==> config.mk <==
export PLATFORM = sky130hd
export DESIGN_NAME = hex_counter_keys
export DESIGN_NICKNAME = d
export VERILOG_FILES = /design/src/rtl/hex_counter_keys.sv
export SDC_FILE = /design/constraint.sdc
export NUM_CORES = 1
export LEC_CHECK = 0
export CORE_UTILIZATION = 55
export CTS_BUF_LIST = sky130_fd_sc_hd__clkbuf_2
export DETAILED_ROUTE_END_ITERATION = 8
export GPL_TIMING_DRIVEN = 0
export HOLD_SLACK_MARGIN = 0.02
export PLACE_DENSITY = 0.73
export SLEW_MARGIN = 20
export SYNTH_ARGS = -nofsm -noshare
export SYNTH_HDL_FRONTEND = slang
export SYNTH_SLANG_ARGS = --single-unit
==> constraint.sdc <==
create_clock -name CLOCK_50 -period 8.2 [get_ports CLOCK_50]
set_input_delay 1.23 -clock CLOCK_50 [delete_from_list [all_inputs] [get_ports CLOCK_50]]
set_output_delay 1.23 -clock CLOCK_50 [all_outputs]
set_load 0.005 [all_outputs]
==> src/rtl/hex_counter_keys.sv <==
// Debounced push-button front end driving a wrapping 4-bit hex counter for the 7-segment decoder.
// Optional auto-repeat of the up/down keys is enabled by defining AUTO_REPEAT_EN.
module hex_counter_keys #(
   parameter int unsigned DEBOUNCE_CYCLES = 1000000,
   parameter int unsigned REPEAT_DELAY    = 25000000,
   parameter int unsigned REPEAT_PERIOD   = 10000000
) (
   input  logic       CLOCK_50,
   input  logic       RESET_N,
   input  logic       KEY_UP_N,
   input  logic       KEY_DN_N,
   input  logic       KEY_LD_N,
   input  logic [3:0] SW,
   output logic [3:0] DIGIT,
   output logic       STEP,
   output logic       CARRY
);

   localparam int unsigned NKEYS = 3;
   localparam int unsigned KUP   = 0;
   localparam int unsigned KDN   = 1;
   localparam int unsigned KLD   = 2;
   localparam int unsigned CW    = $clog2(DEBOUNCE_CYCLES + 1);
   localparam logic [CW-1:0] CNT_LAST = CW'(DEBOUNCE_CYCLES - 1);
   localparam logic [CW-1:0] CNT_SAT  = CW'(DEBOUNCE_CYCLES);

   typedef enum logic [1:0] {
      IDLE         = 2'd0,
      PRESS_WAIT   = 2'd1,
      HELD         = 2'd2,
      RELEASE_WAIT = 2'd3
   } db_state_e;

   if (DEBOUNCE_CYCLES < 2 || REPEAT_DELAY < 1 || REPEAT_PERIOD < 1) begin : g_param_check
      $error("hex_counter_keys: illegal parameter value");
   end

   logic [NKEYS-1:0] keys_n;
   logic [NKEYS-1:0] sync1_q;
   logic [NKEYS-1:0] sync2_q;
   logic [NKEYS-1:0] pressed;
   logic [NKEYS-1:0] press_c;
   logic [NKEYS-1:0] pulse_c;
   db_state_e        state_q [NKEYS];
   db_state_e        state_d [NKEYS];
   logic [CW-1:0]    cnt_q   [NKEYS];
   logic [CW-1:0]    cnt_d   [NKEYS];

   assign keys_n = {KEY_LD_N, KEY_DN_N, KEY_UP_N};

   // Two-flop synchronisers; reset to the released level
   always_ff @(posedge CLOCK_50 or negedge RESET_N) begin
      if (!RESET_N) begin
         sync1_q <= '1;
         sync2_q <= '1;
      end else begin
         sync1_q <= keys_n;
         sync2_q <= sync1_q;
      end
   end

   assign pressed = ~sync2_q;

   // Debounce state registers
   always_ff @(posedge CLOCK_50 or negedge RESET_N) begin
      if (!RESET_N) begin
         for (int unsigned k = 0; k < NKEYS; k++) begin
            state_q[k] <= IDLE;
            cnt_q[k]   <= '0;
         end
      end else begin
         for (int unsigned k = 0; k < NKEYS; k++) begin
            state_q[k] <= state_d[k];
            cnt_q[k]   <= cnt_d[k];
         end
      end
   end

   // Debounce next-state; press pulse fires on the last stable sample of PRESS_WAIT
   always_comb begin
      press_c = '0;
      for (int unsigned k = 0; k < NKEYS; k++) begin
         state_d[k] = state_q[k];
         cnt_d[k]   = cnt_q[k];
         unique case (state_q[k])
            IDLE: begin
               if (pressed[k]) begin
                  state_d[k] = PRESS_WAIT;
                  cnt_d[k]   = '0;
               end
            end
            PRESS_WAIT: begin
               if (!pressed[k]) begin
                  state_d[k] = IDLE;
               end else if (cnt_q[k] == CNT_LAST) begin
                  state_d[k] = HELD;
                  press_c[k] = 1'b1;
               end else if (cnt_q[k] != CNT_SAT) begin
                  cnt_d[k] = cnt_q[k] + CW'(1);
               end
            end
            HELD: begin
               if (!pressed[k]) begin
                  state_d[k] = RELEASE_WAIT;
                  cnt_d[k]   = '0;
               end
            end
            RELEASE_WAIT: begin
               if (pressed[k]) begin
                  state_d[k] = HELD;
               end else if (cnt_q[k] == CNT_LAST) begin
                  state_d[k] = IDLE;
               end else if (cnt_q[k] != CNT_SAT) begin
                  cnt_d[k] = cnt_q[k] + CW'(1);
               end
            end
         endcase
      end
   end

`ifdef AUTO_REPEAT_EN
   localparam int unsigned RMAX = (REPEAT_DELAY > REPEAT_PERIOD) ? REPEAT_DELAY : REPEAT_PERIOD;
   localparam int unsigned HW   = $clog2(RMAX + 1);
   localparam logic [HW-1:0] HOLD_FIRST = HW'(REPEAT_DELAY - 1);
   localparam logic [HW-1:0] HOLD_NEXT  = HW'(REPEAT_PERIOD - 1);

   logic [HW-1:0] hold_q [2];
   logic [HW-1:0] hold_d [2];
   logic [1:0]    rep_q;
   logic [1:0]    rep_d;
   logic [1:0]    rep_c;

   // Hold counters for up/down only; cleared whenever the key is not staying in HELD
   always_comb begin
      rep_d = rep_q;
      rep_c = '0;
      for (int unsigned k = 0; k < 2; k++) begin
         hold_d[k] = hold_q[k];
         if (state_q[k] == HELD && pressed[k]) begin
            if (hold_q[k] == (rep_q[k] ? HOLD_NEXT : HOLD_FIRST)) begin
               rep_c[k]  = 1'b1;
               rep_d[k]  = 1'b1;
               hold_d[k] = '0;
            end else begin
               hold_d[k] = hold_q[k] + HW'(1);
            end
         end else begin
            rep_d[k]  = 1'b0;
            hold_d[k] = '0;
         end
      end
   end

   always_ff @(posedge CLOCK_50 or negedge RESET_N) begin
      if (!RESET_N) begin
         rep_q     <= '0;
         hold_q[0] <= '0;
         hold_q[1] <= '0;
      end else begin
         rep_q     <= rep_d;
         hold_q[0] <= hold_d[0];
         hold_q[1] <= hold_d[1];
      end
   end

   assign pulse_c = press_c | {1'b0, rep_c};
`else
   assign pulse_c = press_c;
`endif

   // Counter update: load wins, simultaneous up/down cancel
   always_ff @(posedge CLOCK_50 or negedge RESET_N) begin
      if (!RESET_N) begin
         DIGIT <= 4'h0;
         STEP  <= 1'b0;
         CARRY <= 1'b0;
      end else begin
         STEP  <= 1'b0;
         CARRY <= 1'b0;
         if (pulse_c[KLD]) begin
            DIGIT <= SW;
            STEP  <= 1'b1;
         end else if (pulse_c[KUP] && !pulse_c[KDN]) begin
            DIGIT <= DIGIT + 4'd1;
            STEP  <= 1'b1;
            CARRY <= (DIGIT == 4'hF);
         end else if (pulse_c[KDN] && !pulse_c[KUP]) begin
            DIGIT <= DIGIT - 4'd1;
            STEP  <= 1'b1;
            CARRY <= (DIGIT == 4'h0);
         end
      end
   end

endmodule

After elaboration in Yosys (flattened, before gate mapping)
Cells that the tools add are included.
{"block": "classes", "add_sub_neg": 5, "n_mul": 0, "div_mod_pow": 0, "magnitude_cmp": 0, "eq_ne": 34, "n_shift": 0, "muxes": 60, "bitwise": 1, "n_reduce_logical": 15}
{"operator": "$mux 20", "count": 18}
{"operator": "$pmux 20 s4", "count": 3}
{"operator": "$add 20x1->20 const B", "count": 3}
{"operator": "$eq 20x20->1 const B", "count": 3}
{"operator": "$ne 20x20->1 const B", "count": 3}
{"operator": "$mux 2", "count": 18}
{"operator": "$ne 2x2->1 const B", "count": 12}
{"operator": "$pmux 2 s4", "count": 3}
{"operator": "$reduce_and 4->1", "count": 6}
{"operator": "$ne 3x3->1 const B", "count": 6}
{"operator": "$mux 1", "count": 15}
{"operator": "$eq 2x2->1 const B", "count": 6}
{"operator": "$mux 4", "count": 3}
{"operator": "$eq 2x1->1 const B", "count": 3}
{"operator": "$logic_not 2->1", "count": 3}
{"operator": "$add 4x1->4 const B", "count": 1}
{"operator": "$eq 4x4->1 const B", "count": 1}
{"operator": "$logic_not 4->1", "count": 1}
{"operator": "$sub 4x1->4 const B", "count": 1}
{"operator": "$not 3->3", "count": 1}
{"operator": "$reduce_bool 3->1", "count": 1}
{"operator": "$logic_and 1x1->1", "count": 2}
{"operator": "$logic_not 1->1", "count": 2}
{"block": "word_totals", "regBits": 78, "latch_bits": 0, "ram_bits": 0, "mem_bits_ro": 0, "in_bits": 9, "output_inout_bits": 6, "wordCells": 126, "memories": 0}

Depth between registers and ports, before layout
{"block": "depth", "word_depth": 9, "depth_mapped": 15, "mapped_depth_nobuf": 14}

Worst setup path after synthesis
No wires, ideal clock.
{"block": "synth_path", "path_type": "register to register", "startpoint": "register cnt_q[40] (netlist name)", "endpoint": "register DIGIT[3]", "setup_time_ps": 125, "arrival_time_ps": 3104, "required_ps": 8075, "path_slack_ps": 4972, "path_stages_with_launch": 16, "path_buffers": 1, "synth_period_minus_slack_ps": 3228, "cell_sequence": "dfrtp_1 -> ha_1 -> and4_1 -> buf_2 -> nand3_1 -> or2_2 -> or3_1 -> inv_1 -> ha_1 -> inv_1 -> ha_1 -> a21o_1 -> a21oi_1 -> mux2i_1 -> xnor2_1 -> mux2_2"}
{"block": "synth_between", "elab_chain_len": 7, "word_cells_on_any_way": 10, "classes_between": "eq/ne: 1; mux: 5; reduce/logical: 4"}
{"element": "start: declaration", "line": "46", "text": "logic [CW-1:0] cnt_q [NKEYS];"}
{"element": "start signal: indexed assignment", "line": "74", "text": "cnt_q[k] <= cnt_d[k];"}
{"element": "$eq 20x20->1 (*)", "line": "95", "text": "end else if (cnt_q[k] == CNT_LAST) begin"}
{"element": "$mux 1 (*)", "line": "95"}
{"element": "$mux 1 (*)", "line": "93", "text": "if (!pressed[k]) begin"}
{"element": "$mux 1 (*)", "line": "85", "text": "unique case (state_q[k])"}
{"element": "$logic_and 1x1->1 / $logic_not 1->1 (equally long branches)", "line": "183, 187"}
{"element": "$mux 4 / $logic_and 1x1->1 (equally long branches)", "line": "183, 187"}
{"element": "$mux 4 / $reduce_bool 3->1 (equally long branches)"}
{"element": "end signal: assignment", "line": "184", "text": "DIGIT <= DIGIT + 4'd1;"}
{"element": "end signal: assignment", "line": "188", "text": "DIGIT <= DIGIT - 4'd1;"}
{"element": "end: declaration", "line": "14", "text": "output logic [3:0] DIGIT,"}
Every way passes the cells marked *; elsewhere a longest branch is shown, timed or not.
A chain may end at the register's enable or synchronous reset.

Final worst setup path
Same ends and word-level chain as after synthesis.

==> impl_metrics.tcl <==
set metrics [dict create \
    pre_cts_slack_ns 4.63 \
    slowest_stage "dfrtp_1" \
    row_count 32 \
    synth_top_area_share_pct 41.5 \
    crit_start "cnt_q[40]$_DFFE_PN0P_" \
    pin_count 15 \
    wire_per_inst_um 14.7 \
    start_util_pct 56.4 \
    htree_levels 3 \
    clock-skew-final_ns 0.0190 \
    drt_drc_violations_left 0 \
    async_flop_share_pct 100 \
    synth_edf_count 0 \
    synth_area_per_cell_um2 9.31 \
    core_mm2 0.00769 \
    synth_top_area_cell "dfrtp_1" \
    yosys_warnings 0 \
    hold_class "register to register" \
    cts_resized 0 \
    tns_ns 0 \
    run_status "complete, no violations" \
    synth_flop_cell "dfrtp_1" \
    cts_tree "done" \
    numCtsBuffers 9 \
    worstSetupPathType "register to register" \
    vias_per_cell 5.74 \
    crit_arrival_ns 4.05 \
    setup_ws_ns 4.57 \
    tightest_slew_ns 0.670 \
    drt_wl_total_mm 8.81 \
    die_y_um 90.8 \
    place.gp.congestion 0.828 \
    crit-reg2reg-launch "cnt_q[40]$_DFFE_PN0P_" \
    netlist_instances 466 \
    cts.clk_slew.worst_paths_ns 0.19 \
    post_cts_buffers 0 \
    yosysSeqAreaShare_pct 45.2 \
    report.final.slew_viol_count 0 \
    maxCapViolations 0 \
    path_common_cell "ha_1" \
    root_buffer "clkbuf_2" \
    antenna_found_initial 0 \
    fin_util_pct 62.6 \
    hold_path.startpoint "sync1_q[0]$_DFF_PN1_" \
    track_usage_pct 23.3 \
    clockBufferDepth 2 \
    fin_crit_ns 3.63 \
    hold-path-cell-count 0 \
    cts_hold_buf 0 \
    slew_headroom_pct 55.0 \
    io_buffer_count 14 \
    critPathCaptureType "register" \
    required_ns 8.62 \
    layout-drive-gt1-share_pct 10.9 \
    die_x_um 90.8 \
    synth_area_mm2 0.00434 \
    rsz0062_at_grt "false" \
    synth.area.top_cells "dfrtp_1, nand2_1, xor2_1" \
    fin_nets 512 \
    setup_violations 0 \
    p_leak_nw 2.06 \
    clk_latency_ns 0.51 \
    critical_path.cell_chain "ha_1 > and4_1 > buf_2 > nand3_1 > or2_2 > or3_1 > inv_1 > ha_1 > inv_1 > ha_1 > a21o_1 > a21oi_1 > mux2i_1 > xnor2_1 > mux2_2" \
    synth_seq_cells 78 \
    worstRegToRegCells 15 \
    r2r-end "DIGIT[3]$_DFFE_PN0P_" \
    detailedRoute.firstIterationViolations 166 \
    drt_pre_antenna_iters 4 \
    min_to "sync2_q[0]$_DFF_PN1_" \
    gr-total-overflow 0 \
    slowest_delay_ns 0.47 \
    peakVddDrop_v 0.000102 \
    die_area_mm2 0.00824 \
    hold_viol 0 \
    cp-start-kind "register" \
    fmax_mhz 275 \
    ant_nets 0 \
    synthesis.nets 486 \
    fin_cells 599 \
    grt_start_max_net_pins 46 \
    via_count 3440 \
    final_common_cell "dfrtp_1" \
    r2r_setup_slack_ns 4.57 \
    hpwlAfterDp_mm 6.09 \
    mostFrequentLayoutCells "dfrtp_1, nand2_1, nor2_1" \
    crit_fanout 6 \
    powerDensity_mw_per_mm2 160 \
    min_period_over_period_pct 44.3 \
    grt_pass1_wl_mm 15.4 \
    first_global_vias 3231 \
    dpl.cell_count 583 \
    clock_sinks 78 \
    diodes 0 \
    syn2layout_area_growth_pct 10.9 \
    synth_cell_type_count 54 \
]
-- worst max-delay path: cells and delay by family (launching register included) --
kind	cells	cell delay (ns)
AOI/OAI and AO/OA	2	0.36
DFF	1	0.47
buffers and inverters	3	0.36
adders and majority gates	3	0.76
and+or+nand+nor	4	1.01
muxes	2	0.50
xor gates and xnor gates	1	0.08
-- through the flow --
step	hold slack [ns]	total power, mW	cell area (um2)
2_1_floorplan	0.345	0.455	4340
3_3_place_gp	0.345	0.480	4600
3_5_place_dp	0.348	0.484	4630
4_1_cts	0.372	0.781	4810
5_1_grt	0.378	0.807	4810
6_report	0.369	0.772	4810
-- layout make-up --
| type | instances | area, um2 |
|---|---|---|
| plain buffers | 17 | 72.6 |
| clock buffers | 9 | 45.0 |
| clock inverters | 7 | 136 |
| fillers | 674 | 2880 |
| inverters | 16 | 60.1 |
| multi-input cells | 355 | 2240 |
| flip-flops and latches | 78 | 1960 |
| well taps | 102 | 128 |
| repair buffers | 15 | 165 |
-- report_power, final --
group / total [mW] / internal (mW) / switching (mW)
logic: 0.0659 / 0.0266 / 0.0394
registers: 0.411 / 0.398 / 0.0137
clock network: 0.295 / 0.161 / 0.134
total: 0.772 / 0.585 / 0.187
-- per-layer routing --
layer	vias to the layer above	part of all wire, %	GRT usage, %
met5	-	0	0
met4	0	1.2	8.33
met3	8	2.6	3.62
met2	42	48	37.2
met1	1663	48	32.4
li1	1727	-	-
-- kinds of logic (layout without fill, tap and decap cells) --
group	Yosys count	after routing	share of synthesized area, %
compound gates	72	72	11.2
buf+inv	33	64	3.06
xor+xnor	29	29	5.86
flops	78	78	45.2
fa+ha+maj	11	11	3.35
simple gates	232	232	28.6
mux	11	11	2.74
-- synth_stat cells (3+ instances only) --
cell type / n
nor2b_1: 5
ha_1: 10
nor3_1: 14
nand2b_1: 3
nor4bb_1: 3
nand3_1: 24
a21o_1: 3
xor2_1: 19
dfrtp_1: 72
a21oi_1: 8
or4_1: 6
mux2_2: 7
and3_1: 12
o221ai_1: 7
and2_1: 5
nor4b_1: 3
nor2_1: 42
or3_1: 6
xnor2_1: 10
a22o_1: 5
nor4_1: 7
buf_2: 5
nand2_1: 62
mux2i_1: 4
clkbuf_1: 10
a21o_2: 3
and4_1: 7
o31ai_1: 6
dfstp_2: 6
o211ai_1: 3
nand4_1: 14
nand3b_1: 6
o21ai_0: 25
inv_1: 16
-- registers in the layout (all words and copies together) (netlist names), named ones only --
| signal | cells |
|---|---|
| sync2_q | 3 |
| DIGIT | 4 |
| state_q | 3 |
| STEP | 1 |
| CARRY | 1 |
| cnt_q | 60 |
| sync1_q | 3 |
-- worst max-delay path by stage --
stage	to	slack, ns
after detailed placement	DIGIT[3]$_DFFE_PN0P_	4.63
after floorplan	DIGIT[3]$_DFFE_PN0P_	4.97
after CTS	DIGIT[3]$_DFFE_PN0P_	4.58
final	DIGIT[3]$_DFFE_PN0P_	4.57
after global placement	cnt_q[21]$_DFFE_PN0P_	3.11
after global routing	DIGIT[3]$_DFFE_PN0P_	4.27
(Power assumes the default switching activity.)
